File: src/rtl/bus_arb3.sv
`default_nettype none
// ============================================================================
// Module      : bus_arb3
// Description : Three-requester round-robin bus arbiter with per-ownership
//               hold timeout, one-cycle turnaround after every grant, and a
//               timeout mask that blocks a revoked master until it lets go.
// Revision    : 1.0 - initial release
// ============================================================================
module bus_arb3 #(
    parameter int TIMEOUT = 15,
    parameter int CNT_W   = 8
) (
    input  logic       clk,
    input  logic       rst_n,
    input  logic [2:0] req,
    output logic [2:0] gnt,
    output logic [1:0] owner,
    output logic       busy,
    output logic       timeout
);

    typedef enum logic [1:0] {
        S_IDLE  = 2'd0,
        S_GRANT = 2'd1,
        S_TURN  = 2'd2
    } state_t;

    localparam logic [CNT_W-1:0] c_cnt_last = CNT_W'(TIMEOUT - 1);
    localparam logic [CNT_W-1:0] c_cnt_one  = CNT_W'(1);

    state_t           r_state;
    state_t           w_state_n;
    logic [1:0]       r_ptr;
    logic [1:0]       w_ptr_n;
    logic [2:0]       r_mask;
    logic [2:0]       w_mask_n;
    logic [2:0]       w_mask_set;
    logic [CNT_W-1:0] r_cnt;
    logic [CNT_W-1:0] w_cnt_n;
    logic [2:0]       w_gnt_n;
    logic [1:0]       w_owner_n;
    logic             w_timeout_n;

    logic [2:0]       w_elig;
    logic             w_pick_vld;
    logic [1:0]       w_pick;
    logic [1:0]       w_owner_next;

    assign w_elig       = req & ~r_mask;
    assign w_owner_next = (owner == 2'd2) ? 2'd0 : owner + 2'd1;

    // Round-robin pick: first eligible requester starting at the pointer.
    always_comb begin
        w_pick_vld = 1'b0;
        w_pick     = 2'd0;
        case (r_ptr)
            2'd1: begin
                if      (w_elig[1]) begin w_pick_vld = 1'b1; w_pick = 2'd1; end
                else if (w_elig[2]) begin w_pick_vld = 1'b1; w_pick = 2'd2; end
                else if (w_elig[0]) begin w_pick_vld = 1'b1; w_pick = 2'd0; end
            end
            2'd2: begin
                if      (w_elig[2]) begin w_pick_vld = 1'b1; w_pick = 2'd2; end
                else if (w_elig[0]) begin w_pick_vld = 1'b1; w_pick = 2'd0; end
                else if (w_elig[1]) begin w_pick_vld = 1'b1; w_pick = 2'd1; end
            end
            default: begin
                if      (w_elig[0]) begin w_pick_vld = 1'b1; w_pick = 2'd0; end
                else if (w_elig[1]) begin w_pick_vld = 1'b1; w_pick = 2'd1; end
                else if (w_elig[2]) begin w_pick_vld = 1'b1; w_pick = 2'd2; end
            end
        endcase
    end

    // Next-state and next-output logic; release wins over timeout.
    always_comb begin
        w_state_n   = r_state;
        w_gnt_n     = gnt;
        w_owner_n   = owner;
        w_cnt_n     = r_cnt;
        w_ptr_n     = r_ptr;
        w_timeout_n = 1'b0;
        w_mask_set  = 3'b000;
        case (r_state)
            S_GRANT: begin
                w_cnt_n = r_cnt + c_cnt_one;
                if (!req[owner]) begin
                    w_gnt_n   = 3'b000;
                    w_ptr_n   = w_owner_next;
                    w_state_n = S_TURN;
                end else if (r_cnt == c_cnt_last) begin
                    w_gnt_n            = 3'b000;
                    w_timeout_n        = 1'b1;
                    w_mask_set[owner]  = 1'b1;
                    w_ptr_n            = w_owner_next;
                    w_state_n          = S_TURN;
                end
            end
            default: begin
                // IDLE and TURN arbitrate identically; TURN only exists to
                // force the one dead cycle between owners.
                w_gnt_n = 3'b000;
                if (w_pick_vld) begin
                    w_gnt_n   = 3'b001 << w_pick;
                    w_owner_n = w_pick;
                    w_cnt_n   = '0;
                    w_state_n = S_GRANT;
                end else begin
                    w_state_n = S_IDLE;
                end
            end
        endcase
        // A mask bit survives only while its request stays high.
        w_mask_n = (r_mask & req) | w_mask_set;
    end

    // State, pointer, mask, counter and registered outputs.
    always_ff @(posedge clk or negedge rst_n) begin
        if (!rst_n) begin
            r_state <= S_IDLE;
            r_ptr   <= 2'd0;
            r_mask  <= 3'b000;
            r_cnt   <= '0;
            gnt     <= 3'b000;
            owner   <= 2'd0;
            timeout <= 1'b0;
        end else begin
            r_state <= w_state_n;
            r_ptr   <= w_ptr_n;
            r_mask  <= w_mask_n;
            r_cnt   <= w_cnt_n;
            gnt     <= w_gnt_n;
            owner   <= w_owner_n;
            timeout <= w_timeout_n;
        end
    end

    assign busy = |gnt;

endmodule
`default_nettype wire

File: config.mk
export PLATFORM = sky130hd
export DESIGN_NAME = bus_arb3
export DESIGN_NICKNAME = d
export VERILOG_FILES = /design/src/rtl/bus_arb3.sv
export SDC_FILE = /design/constraint.sdc
export NUM_CORES = 1
export LEC_CHECK = 0
export ABC_AREA = 1
export CAP_MARGIN = 20
export CORE_MARGIN = 5
export CORE_UTILIZATION = 58
export CTS_BUF_LIST = sky130_fd_sc_hd__clkbuf_8
export DETAILED_ROUTE_END_ITERATION = 12
export HOLD_SLACK_MARGIN = 0.12
export PLACE_DENSITY_LB_ADDON = 0.3
export SYNTH_ARGS = -nofsm -noshare
export SYNTH_HDL_FRONTEND = slang
export SYNTH_SLANG_ARGS = --single-unit
export TNS_END_PERCENT = 20
File: constraint.sdc
create_clock -name clk -period 1.65 [get_ports clk]
set_input_delay 0.33 -clock clk [delete_from_list [all_inputs] [get_ports clk]]
set_output_delay 0.33 -clock clk [all_outputs]
set_load 0.05 [all_outputs]
**Word level (Yosys, flattened, before mapping)**

Cells that the tools add are included.
Widths: inputs -> output; s select.

- Add/subtract/negate cells: 2
- $lt $le $gt $ge: 2
- Equality and inequality tests: 7
- Shifts and indexed selects: 1
- Multiplexer cells: 40
- Bitwise logic cells: 5
- Reduce and logical (&&, ||, !) cells: 5

Operator list:

| cell | count |
|---|---|
| $mux 3 | 7 |
| $mux 2 | 10 |
| $mux 1 | 17 |
| $mux 8 | 2 |
| $add 8x1->8 const B | 1 |
| $eq 8x4->1 const B | 1 |
| $and 3x3->3 | 2 |
| $eq 2x1->1 const B | 2 |
| $eq 2x2->1 const B | 2 |
| $pmux 2 s2 | 1 |
| $reduce_and 2->1 | 2 |
| $lt 2x3->1 const B | 1 |
| $ne 3x3->1 const B | 1 |
| $not 3->3 | 1 |
| $or 3x3->3 | 1 |
| $reduce_or 3->1 | 1 |
| $shl 1x2->3 const A | 1 |
| $add 2x1->2 const B | 1 |
| $bmux 1 s2 | 1 |
| $demux 1 s2 | 1 |
| $ge 2x1->1 const B | 1 |
| $ne 2x1->1 const B | 1 |
| $pmux 1 s2 | 1 |
| $reduce_bool 2->1 | 1 |
| other kinds (2) | 2 |

- Register bits: 21
- Input port bits: 5
- Output and inout bits: 7
- Logic and storage cells: 69

**Logic depth before layout (Yosys ltp)**

Gate-level depths: netlist (run 1).

- Depth in word-level cells: 9
- Gate-level depth with buffers: 10
- Mapped depth without buffers: 10

**Worst setup path after synthesis (run 1)**

No wires, ideal clock.

- Path type: register to output
- From: register gnt[1]
- To: output busy
- Arrival: 1.202 ns
- Data required time: 1.320 ns
- Setup slack: 0.118 ns
- Stages on the path, launching flop included: 2
- Path buffers: 0
- Cell sequence: dfrtp_1 or3_1

- Word-level cells in the longest chain between the ends: 1

RTL lines:

| what | line | text |
|---|---|---|
| start: declaration | 16 | `output logic [2:0] gnt,` |
| start signal: assignment | 132 | `gnt <= w_gnt_n;` |
| $reduce_or 3->1 | 138 | `assign busy = \|gnt;` |
| end: declaration | 18 | `output logic busy,` |

No other way between the ends.

**Worst setup path in the final report (run 1)**

Ends and elaborated chain as after synthesis.

==> results of run 1 <==
==> cell families (layout without fill, tap and decap cells) <==
| family | Yosys count | in the layout | synth area share |
|---|---|---|---|
| xor+xnor | 1 | 1 | 0.00720 |
| buf+inv | 30 | 48 | 0.0935 |
| fa+ha+maj | 4 | 4 | 0.0411 |
| simple gates | 89 | 89 | 0.362 |
| flops | 21 | 21 | 0.432 |
| compound gates | 12 | 12 | 0.0647 |
==> how the worst min path moves through the flow <==
stage / slack (ns) / to
after floorplan: 0.03 / gnt[0]
after global placement: 0.47 / r_mask[2]
after detailed placement: 0.47 / r_mask[2]
after CTS: 0.40 / r_cnt[5]
after global routing: 0.43 / r_cnt[5]
final: 0.39 / r_cnt[5]
==> routing by layer <==
metal  vias up  track usage  share of wire
li1        535            -              -
met1       502        0.220           0.41
met2        35        0.309           0.52
met3         3       0.0371          0.058
met4         0       0.0949          0.014
met5         -            0              0
==> sequential cells by signal, summed over array words and instances, names as in the netlist <==
name	flops
r_state	2
owner	2
r_mask	3
gnt	3
r_ptr	2
timeout	1
r_cnt	8
==> layout make-up <==
type                       instances  area share
multi-input combinational        106       0.403
sequential                        21       0.365
timing repair buffer              15       0.102
clock inverter                     1     0.00260
clock buffer                       3      0.0286
inverter                          29      0.0755
tap                               27      0.0234
==> synth_stat cells <==
cell type / n / area [um2]
xor2_1: 1 / 8.76
inv_2: 3 / 11.3
nor2_4: 1 / 11.3
a21oi_2: 2 / 17.5
or3_1: 1 / 6.26
nor2_1: 12 / 45.0
nand4_1: 9 / 56.3
nand3b_4: 1 / 20.0
a21oi_1: 1 / 5.00
nand2_2: 1 / 6.26
o21ai_4: 1 / 16.3
nor2_2: 2 / 12.5
nand3_1: 13 / 65.1
dfrtp_1: 21 / 526
inv_1: 26 / 97.6
nor3_1: 1 / 5.00
nor3_2: 1 / 10.0
buf_2: 1 / 5.00
nand2_4: 1 / 11.3
nand2_1: 43 / 161
o21ai_1: 3 / 15.0
nand3_2: 3 / 30.0
ha_1: 4 / 50.1
o21ai_0: 5 / 25.0
==> what timing repair did <==
action                                  in CTS  in global routing
hold endpoints to repair                     0                  0
gates resized for setup                      0                  1
setup buffers                                0                  1
endpoints found under the setup margin       0                  2
==> report_power, final <==
part,switching [W],internal (W)
Clock,0.000174,0.000167
Combinational,0.000909,0.000467
Sequential,0.000129,0.000645
Total,0.00121,0.00128
==> layout by cell type (no fill, tap or decap), drive strengths merged, types with 2 or more instances in the layout <==
cell,n
nand3,16
o21ai,9
clkbuf,3
a21oi,3
dfrtp,21
inv,30
ha,4
nor2,15
nor3,2
clkdlybuf4s50,4
nand4,9
buf,11
nand2,45
==> metrics by stage <==
stage	instances	setup slack [ns]	setup TNS, ns
final	202	0.0589	0
after floorplan	157	0.118	0
after detailed placement	197	-0.0290	-0.0391
after global routing	202	0.0194	0
after CTS	201	0.0698	0
after global placement	197	0.0324	0
==> out/metrics.csv, run 1 <==
stage,metric,value,unit
worst_setup_path,Worst path depth,2,
global_route,initial antenna violation count,0,
worst_setup_path,CP endpoint kind,output pin,
power,Total Power,0.00249,W
clock_network,CTS Buffer Depth,2,
timing,final hold slack,0.394,ns
job,Max Cap Violations,0,
floorplan,Top-Level Pins,12,
clock_network,TritonCTS sink count,21,
clock_network,clock transition at the registers of the reported paths,0.08,ns
layout,ant diodes,0,
yosys,#FFs+latches synth,21,
clock_network,"Clk Latency, worst-skew pair",0.27,ns
worst_setup_path,critical path's slowest cell,dfrtp_1,
clock_network,Root Buffer,clkbuf_8,
worst_setup_path,worst endpoint required time,1.32,ns
worst_setup_path,r2r worst-path depth,9,
clock_network,CTS tree,yes,
layout,Layout area overhead,18.4,%
worst_setup_path,CP arrival,1.26,ns
worst_setup_path,"CP delay by family, top",flip-flops,
power,leakage power,0.762,nW
layout,area of the multi-input gates,581,um2
status,status,completed,
worst_setup_path,Worst Setup SP,gnt[1],
min_path,Hold/Removal Path Class,in2async,
global_route,Total GRT Usage,0.183,
floorplan,Die H,55.8,um
clock_network,TritonCTS Buffers,3,
timing,Least-Margin Pin Slew,0.366,ns
detailed_routing,WL per Instance,13.1,um
detailed_routing,DR iter-0 viols,43,
layout,FF+latch area,526,um2
timing,final setup violation count,0,
floorplan,die area,3120,um2
layout,final core utilization,0.727,
detailed_routing,final wirelength,2.65,mm
timing,final hold vios,0,
detailed_routing,vias per cell,5.32,
place,Area after DPL,1390,um2
timing,fin crit period,1.59,ns
yosys,Yosys warnings,0,
detailed_routing,remaining antenna violation count,0,
worst_setup_path,Setup CP Type,reg2out,
floorplan,# rows,16,
yosys,post-synthesis cell area,1220,um2
worst_setup_path,startpoint types,register,
layout,FILL cells,153,
timing,fin crit share,0.964,
global_route,largest net degree at the start of global routing,22,
yosys,post-synthesis net count,166,
place,post-detail-place hpwl,2.05,mm
worst_setup_path,critical path capture point,busy,
timing,max-slew violations,0,
power,Worst VDD drop,1.67,mV
worst_setup_path,CP Buf/Inv Count,1,
detailed_routing,DRT Pass-1 Iters,4,
worst_setup_path,"Cell Chain, Critical Path",or3_1 -> buf_4,
worst_setup_path,"setup slack, reg-to-reg",0.15,ns
layout,# nets final,185,
timing,fmax,0.628,GHz
layout,final instance area,1440,um2
detailed_routing,vias,1075,
place,PortBufs,11,
worst_setup_path,biggest cell delay along the critical path,0.41,ns
timing,slew margin rel.,0.756,
clock_network,H-tree Lvls,1,
yosys,synthesized area per cell,7.75,um2
layout,share of layout cells above drive strength 1,0.177,
floorplan,Die X,55.8,um
global_route,vias in the first global route,1055,
worst_setup_path,CP Max Fanout,3,
worst_setup_path,FF-to-FF Start,r_ptr[1],
timing,RSZ-0062 raised after global routing,no,
floorplan,Core Box Area,1980,um2
power,Pwr Density,1730,nW/um2
clock_network,CTS Hold Bufs,0,
global_route,first-pass GRT wire length,4.46,mm
timing,Final Skew,0.00279,ns
yosys,"Seq/Total Area, Yosys",0.432,
worst_setup_path,FF-to-FF End,gnt[2],
yosys,Post-Synthesis Cells,157,
yosys,Cell variety after synth,24,
place,GPL Wtd Cong,0.878,
floorplan,Initial Util,0.614,
global_route,overall overflow remaining after global route,0,
detailed_routing,# DRC,0,
Note: power is estimated with default switching activity, not from simulation.
==> run 2: changes to the inputs <==
ABC_CLOCK_PERIOD_IN_PS = 1650   (was not set)
CAP_MARGIN = not set   (was 20)
==> results of run 2 <==
No change in the layout: final DEF, timing and power equal those of run 1.
